## src/rtl/mac_feeder_pkg.sv

```systemverilog
// ---------------------------------------------------------------------------
// mac_feeder_pkg
//   Shared definitions for the MAC operand feeder:
//     - feeder_state_e : feeder FSM states (IDLE, GO, STREAM, WAIT_DONE)
//     - DATA_W_DEF     : default operand width (4)
//     - SUM_W_DEF      : default MAC result width (12)
// ---------------------------------------------------------------------------
package mac_feeder_pkg;

  localparam int DATA_W_DEF = 4;
  localparam int SUM_W_DEF  = 12;

  typedef enum logic [1:0] {
    IDLE      = 2'd0,
    GO        = 2'd1,
    STREAM    = 2'd2,
    WAIT_DONE = 2'd3
  } feeder_state_e;

endpackage : mac_feeder_pkg

```

## src/rtl/mac_feeder_fifo.sv

```systemverilog
// ---------------------------------------------------------------------------
// mac_feeder_fifo
//   Synchronous FIFO holding DEPTH operand pairs of 2*DATA_W bits each.
//   Ports:
//     clk_i, rst_n_i : clock, asynchronous active-low reset
//     push_i         : write wdata_i (ignored while full)
//     pop_i          : drop the head entry
//     wdata_i        : pair to write, {a,b}
//     rdata_o        : current head entry (combinational read)
//     full_o/empty_o : occupancy flags
//     count_o        : number of stored entries, 0..DEPTH
// ---------------------------------------------------------------------------
module mac_feeder_fifo
  import mac_feeder_pkg::*;
#(
  parameter int DATA_W = DATA_W_DEF,
  parameter int DEPTH  = 16
) (
  input  logic                     clk_i,
  input  logic                     rst_n_i,
  input  logic                     push_i,
  input  logic                     pop_i,
  input  logic [2*DATA_W-1:0]      wdata_i,
  output logic [2*DATA_W-1:0]      rdata_o,
  output logic                     full_o,
  output logic                     empty_o,
  output logic [$clog2(DEPTH):0]   count_o
);

  localparam int AW    = $clog2(DEPTH);
  localparam int CNT_W = AW + 1;
  localparam int W     = 2 * DATA_W;

  logic [W-1:0]     mem_q [DEPTH];
  logic [AW-1:0]    wr_ptr_q;
  logic [AW-1:0]    rd_ptr_q;
  logic [CNT_W-1:0] count_q;
  logic             push_ok_s;
  logic             pop_ok_s;

  assign full_o  = (count_q == CNT_W'(DEPTH));
  assign empty_o = (count_q == {CNT_W{1'b0}});
  assign count_o = count_q;
  assign rdata_o = mem_q[rd_ptr_q];

  // Full is judged on the registered count, so a same-cycle pop never
  // frees a slot for a push into a full FIFO. A pop on an empty FIFO is
  // only honoured together with a push (the caller bypasses the data).
  assign push_ok_s = push_i & ~full_o;
  assign pop_ok_s  = pop_i & (~empty_o | push_ok_s);

  // Storage array; no reset needed because pointers guard every read.
  always_ff @(posedge clk_i) begin
    if (push_ok_s) begin
      mem_q[wr_ptr_q] <= wdata_i;
    end
  end

  // Pointers wrap naturally modulo DEPTH (power of two).
  always_ff @(posedge clk_i or negedge rst_n_i) begin
    if (!rst_n_i) begin
      wr_ptr_q <= {AW{1'b0}};
      rd_ptr_q <= {AW{1'b0}};
      count_q  <= {CNT_W{1'b0}};
    end else begin
      if (push_ok_s) begin
        wr_ptr_q <= wr_ptr_q + AW'(1);
      end
      if (pop_ok_s) begin
        rd_ptr_q <= rd_ptr_q + AW'(1);
      end
      case ({push_ok_s, pop_ok_s})
        2'b10:   count_q <= count_q + CNT_W'(1);
        2'b01:   count_q <= count_q - CNT_W'(1);
        default: count_q <= count_q;
      endcase
    end
  end

endmodule : mac_feeder_fifo

```

## src/rtl/mac_operand_feeder.sv

```systemverilog
// ---------------------------------------------------------------------------
// mac_operand_feeder
//   Buffers host operand pairs and, once BURST_LEN pairs are available,
//   streams them to the MAC (go pulse with pair 0, then one pair per cycle).
//   Waits for the MAC done pulse and holds sum_out in a result register
//   offered to the host with a valid/ready handshake.
//
//   Optional feature macro: MAC_FEEDER_TIMEOUT_EN
//     defined   : 8-bit watchdog in WAIT_DONE; after TIMEOUT cycles without
//                 done, err is set (sticky) and the FSM returns to IDLE.
//     undefined : no watchdog, err tied low, WAIT_DONE waits indefinitely.
//
//   Ports:
//     clk, rst_n           : clock, asynchronous active-low reset
//     in_valid/in_ready    : host push handshake, in_ready = !full
//     in_a, in_b           : operand pair from host
//     go, a, b             : registered drive to the MAC
//     done, sum_out        : MAC completion pulse and result
//     res_valid/res_ready  : result handshake toward the host
//     res_data             : captured result
//     err                  : sticky watchdog flag
// ---------------------------------------------------------------------------
module mac_operand_feeder
  import mac_feeder_pkg::*;
#(
  parameter int DATA_W    = DATA_W_DEF,
  parameter int SUM_W     = SUM_W_DEF,
  parameter int DEPTH     = 16,
  parameter int BURST_LEN = 10
`ifdef MAC_FEEDER_TIMEOUT_EN
  ,
  parameter int TIMEOUT   = 255
`endif
) (
  input  logic              clk,
  input  logic              rst_n,
  input  logic              in_valid,
  output logic              in_ready,
  input  logic [DATA_W-1:0] in_a,
  input  logic [DATA_W-1:0] in_b,
  output logic              go,
  output logic [DATA_W-1:0] a,
  output logic [DATA_W-1:0] b,
  input  logic              done,
  input  logic [SUM_W-1:0]  sum_out,
  output logic              res_valid,
  input  logic              res_ready,
  output logic [SUM_W-1:0]  res_data,
  output logic              err
);

  localparam int CNT_W  = $clog2(DEPTH) + 1;
  localparam int PAIR_W = 2 * DATA_W;
  localparam logic [CNT_W-1:0] BURST_LEN_C = CNT_W'(BURST_LEN);
  localparam logic [CNT_W:0]   BURST_LEN_W = (CNT_W + 1)'(BURST_LEN);

  feeder_state_e      state_q;
  logic               go_q;
  logic [DATA_W-1:0]  a_q;
  logic [DATA_W-1:0]  b_q;
  logic [CNT_W-1:0]   burst_q;
  logic               res_valid_q;
  logic [SUM_W-1:0]   res_data_q;

  logic               fifo_full_s;
  logic               fifo_empty_s;
  logic [CNT_W-1:0]   fifo_count_s;
  logic [PAIR_W-1:0]  fifo_rdata_s;
  logic               push_s;
  logic               pop_s;
  logic               start_s;
  logic [CNT_W:0]     avail_s;
  logic [PAIR_W-1:0]  head_s;
  logic [DATA_W-1:0]  head_a_s;
  logic [DATA_W-1:0]  head_b_s;

  assign push_s   = in_valid & ~fifo_full_s;
  assign in_ready = ~fifo_full_s;

  // Pairs available at the coming edge, counting an accepted push. This
  // lets the burst start on the same edge that completes it, so go is seen
  // in the cycle right after the BURST_LEN-th push.
  assign avail_s = {1'b0, fifo_count_s} + {{CNT_W{1'b0}}, push_s};
  assign start_s = (avail_s >= BURST_LEN_W) & ~res_valid_q;

  // With an empty FIFO (only possible when BURST_LEN is 1) the first pair
  // is the one being pushed right now.
  assign head_s   = fifo_empty_s ? {in_a, in_b} : fifo_rdata_s;
  assign head_a_s = head_s[PAIR_W-1:DATA_W];
  assign head_b_s = head_s[DATA_W-1:0];

  mac_feeder_fifo #(
    .DATA_W (DATA_W),
    .DEPTH  (DEPTH)
  ) u_fifo (
    .clk_i   (clk),
    .rst_n_i (rst_n),
    .push_i  (push_s),
    .pop_i   (pop_s),
    .wdata_i ({in_a, in_b}),
    .rdata_o (fifo_rdata_s),
    .full_o  (fifo_full_s),
    .empty_o (fifo_empty_s),
    .count_o (fifo_count_s)
  );

`ifdef MAC_FEEDER_TIMEOUT_EN
  localparam logic [7:0] TIMEOUT_LAST = 8'(TIMEOUT - 1);
  logic [7:0] wd_q;
  logic       err_q;
  assign err = err_q;
`else
  assign err = 1'b0;
`endif

  // Pop decision: each pop loads the head pair into the operand registers
  // at the same edge, so burst_q counts pairs already presented.
  always_comb begin
    pop_s = 1'b0;
    case (state_q)
      IDLE: begin
        if (start_s) begin
          pop_s = 1'b1;
        end else begin
          pop_s = 1'b0;
        end
      end
      GO, STREAM: begin
        if (burst_q < BURST_LEN_C) begin
          pop_s = 1'b1;
        end else begin
          pop_s = 1'b0;
        end
      end
      WAIT_DONE: pop_s = 1'b0;
      default:   pop_s = 1'b0;
    endcase
  end

  // Feeder FSM with registered go/a/b, burst counter, result register and
  // optional watchdog.
  always_ff @(posedge clk or negedge rst_n) begin
    if (!rst_n) begin
      state_q     <= IDLE;
      go_q        <= 1'b0;
      a_q         <= {DATA_W{1'b0}};
      b_q         <= {DATA_W{1'b0}};
      burst_q     <= {CNT_W{1'b0}};
      res_valid_q <= 1'b0;
      res_data_q  <= {SUM_W{1'b0}};
`ifdef MAC_FEEDER_TIMEOUT_EN
      wd_q        <= 8'd0;
      err_q       <= 1'b0;
`endif
    end else begin
      // Host consumption; a capture below can only happen while
      // res_valid_q is low, so the two never collide.
      if (res_valid_q && res_ready) begin
        res_valid_q <= 1'b0;
      end
      case (state_q)
        IDLE: begin
          if (pop_s) begin
            state_q <= GO;
            go_q    <= 1'b1;
            a_q     <= head_a_s;
            b_q     <= head_b_s;
            burst_q <= CNT_W'(1);
          end else begin
            go_q    <= 1'b0;
            a_q     <= {DATA_W{1'b0}};
            b_q     <= {DATA_W{1'b0}};
          end
        end
        GO, STREAM: begin
          go_q <= 1'b0;
          if (pop_s) begin
            state_q <= STREAM;
            a_q     <= head_a_s;
            b_q     <= head_b_s;
            burst_q <= burst_q + CNT_W'(1);
          end else begin
            state_q <= WAIT_DONE;
            a_q     <= {DATA_W{1'b0}};
            b_q     <= {DATA_W{1'b0}};
`ifdef MAC_FEEDER_TIMEOUT_EN
            wd_q    <= 8'd0;
`endif
          end
        end
        WAIT_DONE: begin
          go_q <= 1'b0;
          a_q  <= {DATA_W{1'b0}};
          b_q  <= {DATA_W{1'b0}};
          if (done) begin
            res_data_q  <= sum_out;
            res_valid_q <= 1'b1;
            state_q     <= IDLE;
`ifdef MAC_FEEDER_TIMEOUT_EN
          end else if (wd_q == TIMEOUT_LAST) begin
            err_q   <= 1'b1;
            state_q <= IDLE;
          end else begin
            wd_q    <= wd_q + 8'd1;
          end
`else
          end else begin
            state_q <= WAIT_DONE;
          end
`endif
        end
        default: begin
          state_q <= IDLE;
          go_q    <= 1'b0;
          a_q     <= {DATA_W{1'b0}};
          b_q     <= {DATA_W{1'b0}};
        end
      endcase
    end
  end

  assign go        = go_q;
  assign a         = a_q;
  assign b         = b_q;
  assign res_valid = res_valid_q;
  assign res_data  = res_data_q;

endmodule : mac_operand_feeder

```

## config.mk

```make
export PLATFORM = sky130hd
export DESIGN_NAME = mac_operand_feeder
export DESIGN_NICKNAME = d
export VERILOG_FILES = /design/src/rtl/mac_feeder_pkg.sv /design/src/rtl/mac_feeder_fifo.sv /design/src/rtl/mac_operand_feeder.sv
export SDC_FILE = /design/constraint.sdc
export NUM_CORES = 1
export LEC_CHECK = 0
export CORE_ASPECT_RATIO = 1.25
export CORE_UTILIZATION = 53
export DETAILED_ROUTE_END_ITERATION = 10
export GPL_TIMING_DRIVEN = 0
export PLACE_DENSITY_LB_ADDON = 0.15
export SYNTH_ARGS = -nofsm -noshare
export SYNTH_HDL_FRONTEND = slang
export SYNTH_HIERARCHICAL = 1
export SYNTH_SLANG_ARGS = --single-unit
```

## constraint.sdc

```tcl
create_clock -name clk -period 4 [get_ports clk]
set_input_delay 0.4 -clock clk [delete_from_list [all_inputs] [get_ports clk]]
set_output_delay 0.4 -clock clk [all_outputs]
set_load 0.005 [all_outputs]
```

==> impl_metrics.env <==
export IMPL_die_w_um=105
export IMPL_max_slew_margin_rel_pct=38.5
export IMPL_route_detailed_drc=0
export IMPL_antenna_found_initial=0
export IMPL_netlist_instances=416
export IMPL_dp_hpwl_um=9140
export IMPL_dr_pass1_iters=4
export IMPL_peakVddDrop_mv=0.299
export IMPL_grt_total_usage_pct=21.0
export IMPL_start_util_pct=55.1
export IMPL_grt_overflow=0
export IMPL_whs_ns=0.411
export IMPL_yosysSeqAreaShare_pct=69.2
export IMPL_dpl_cell_count=636
export IMPL_routedWlPerCell_um=19.8
export IMPL_p_per_area_nw_per_um2=766
export IMPL_num_io_pins=49
export IMPL_cts_tree="yes"
export IMPL_core_area_sq_um=12800
export IMPL_synthArstFlopShare_pct=24.7
export IMPL_grt_pass1_wl_um=21400
export IMPL_p_comb_share_pct=39.1
export IMPL_cp_start_kind="flip-flop"
export IMPL_cts_buffer_depth=2
export IMPL_yosysTopAreaCell="edfxtp_1"
export IMPL_htreeDepth=4
export IMPL_final_nets=539
export IMPL_final_hold_violation_count=0
export IMPL_final_fill_count=896
export IMPL_crit_arrival_ns=4.19
export IMPL_syn_avg_cell_area_sq_um=17.0
export IMPL_drive_above_1_share_pct=22.9
export IMPL_worstPathMaxFanout=6
export IMPL_yosysWarnings=6
export IMPL_clockPowerShare_pct=24.0
export IMPL_synth_top_cell_area_share_pct=54.3
export IMPL_finalWirelength_um=13400
export IMPL_power_leakage_uw=0.00304
export IMPL_clk_latency_ns=0.43
export IMPL_synth_most_common_cell="edfxtp_1"
export IMPL_max_freq_mhz=259
export IMPL_area_growth_synth_to_final_pct=20.3
export IMPL_vias_per_cell=5.65
export IMPL_hp_class="in -> async"
export IMPL_finalSetupViolCount=0
export IMPL_io_buffers=47
export IMPL_cts_sinks=170
export IMPL_vias=3833
export IMPL_root_buffer="clkbuf_16"
export IMPL_grt_max_degree=31
export IMPL_synth_cell_type_count=50
export IMPL_status="finished, final reports clean"
export IMPL_gp_congestion=0.851
export IMPL_row_count=46
export IMPL_setup_ws_ns=0.138
export IMPL_n_antenna_cell=0
export IMPL_drtIter0Drc=225
export IMPL_tightest_slew_ns=0.920
export IMPL_pwr_share_seq_pct=36.9
export IMPL_period_needed_ns=3.86
export IMPL_p_int_uw=4370
export IMPL_die_area_sq_um=13800
export IMPL_fp_dieH_um=131
export IMPL_grt_pass1_vias=3958
export IMPL_path_clk_slew_ns=0.06
export IMPL_post_place_ws_ns=-0.386
export IMPL_critical_path_class="reg -> reg"
export IMPL_end_kind="flip-flop"
export IMPL_slew_viol_final=0
export IMPL_ant_nets=0
export IMPL_ys_flop_type="edfxtp_1"
export IMPL_synth_edf_count=128
export IMPL_switching_share_pct=33.0
export IMPL_synthTopCellsByCount="128 x edfxtp_1, 42 x dfrtp_1, 32 x mux4_2"
export IMPL_yosys_register_bits=170
export IMPL_critPathRequiredTime_ns=4.32
export IMPL_maxCapViolations=0
export IMPL_skew_ns=0.0141
export IMPL_fin_crit_sh_pct=96.6
export IMPL_synth_cell_area_sq_um=7070
export IMPL_synthesis_nets=457
export IMPL_power_switching_uw=2150
export IMPL_final_cell_count_no_fill=679
export IMPL_cts_inserted_buffers=17
export IMPL_synth_area_leaders="edfxtp_1 54%, dfrtp_1 15%, mux4_2 10%"
[cell usage in the layout, fill, tap and decap left out, drive strengths merged, types with 11 or more instances in the layout]
master         Yosys  layout
a22oi             16      16
and2              12      12
buf               13      29
clkbuf             6      23
clkdlybuf4s50      0      46
dfrtp             42      42
edfxtp           128     128
ha                15      15
inv               17      23
mux2              15      15
mux4              32      32
nand2             20      20
nor2              19      19
o21ai             11      11
[logic make-up (layout without fill, tap and decap cells)]
| family | after synthesis | after routing | synth area share [%] |
|---|---|---|---|
| flip-flops | 170 | 170 | 69.2 |
| AND/OR/NAND/NOR | 81 | 81 | 5.96 |
| multiplexers | 56 | 56 | 13.9 |
| AO/OA/AOI/OAI | 47 | 47 | 4.76 |
| buffers and inverters | 36 | 131 | 2.09 |
| adder cells (fa/ha/maj) | 16 | 16 | 2.94 |
| XOR/XNOR | 9 | 9 | 1.11 |
| other | 1 | 1 | 0.0530 |
[power groups by stage]
stage / clock network [uW] / registers, uW / logic, uW
5_1_grt: 1670 / 2450 / 2800
6_report: 1560 / 2410 / 2550
3_5_place_dp: 0 / 2440 / 2380
4_1_cts: 1590 / 2410 / 2440
3_3_place_gp: 0 / 2430 / 2280
2_1_floorplan: 0 / 2410 / 1660
[stage by stage]
stage	utilization, %	total power (uW)	setup TNS, ns	cell area [sq um]
after floorplan	-	4070	0	7070
after global placement	60.4	4710	-0.320	7750
after detailed placement	61.0	4820	-0.386	7830
after CTS	65.7	6440	0	8430
after global routing	66.3	6920	-0.0288	8510
final	66.3	6520	0	8510
[routing by layer]
layer	up-vias	global-route usage, %	part of all wire (%)
li1	1777	-	-
met4	0	6.81	1.0
met5	-	0	0
met2	96	36.1	53
met1	1949	25.8	42
met3	11	5.41	3.7
[layout make-up]
type	instances	area (sq um)	share of cell area, %
clock inverter	15	139	1.63
sequential	170	4900	57.6
multi-input combinational	210	2090	24.6
timing repair buffer	63	601	7.06
buffer	19	83.8	0.985
clock buffer	17	425	5.00
inverter	17	63.8	0.750
tap	168	210	2.47
[state kept, by name, indices dropped and copies added, names as in the netlist]
signal / cells
a: 4
go: 1
state_q: 2
res_data: 12
u_fifo/mem_q: 128
b: 4
u_fifo/count_o: 5
res_valid: 1
burst_q: 5
u_fifo/rd_ptr_q: 4
u_fifo/wr_ptr_q: 4
[critical path, stage by stage, from the launching register on]
cell,delay (ns)
dfrtp_2,0.44
or4_4,0.60
nor2_4,0.12
nor2b_2,0.08
ha_1,0.19
and4bb_1,0.28
o2111ai_1,0.13
o211ai_1,0.21
o31a_4,0.23
ha_4,0.16
inv_1,0.08
fa_2,0.35
nor2b_1,0.12
o21a_1,0.18
mux2_2,0.35
o311ai_2,0.25
[repair_timing]
item,in CTS,in global routing
hold endpoints to repair,12,0
setup buffers,2,8
hold buffers,1,0
endpoints found under the setup margin,1,1
gates resized for setup,5,5
pin swaps,1,2
[worst paths after layout]
| check | startpoint | endpoint | cells after the start | slack (ns) |
|---|---|---|---|---|
| worst max register to register | u_fifo/count_o[0] | u_fifo/count_o[4] | 15 | 0.14 |
| max in group asynchronous | rst_n | a[0] | 3 | 3.12 |
| worst min-delay path | rst_n | u_fifo/wr_ptr_q[2] | 2 | 0.41 |
| worst max-delay path | u_fifo/count_o[0] | u_fifo/count_o[4] | 15 | 0.14 |
| worst min register to register | res_data[4] | res_data[4] | 1 | 0.50 |
| min in group clk | res_data[4] | res_data[4] | 1 | 0.50 |
Power figures use the tool's default switching activity.
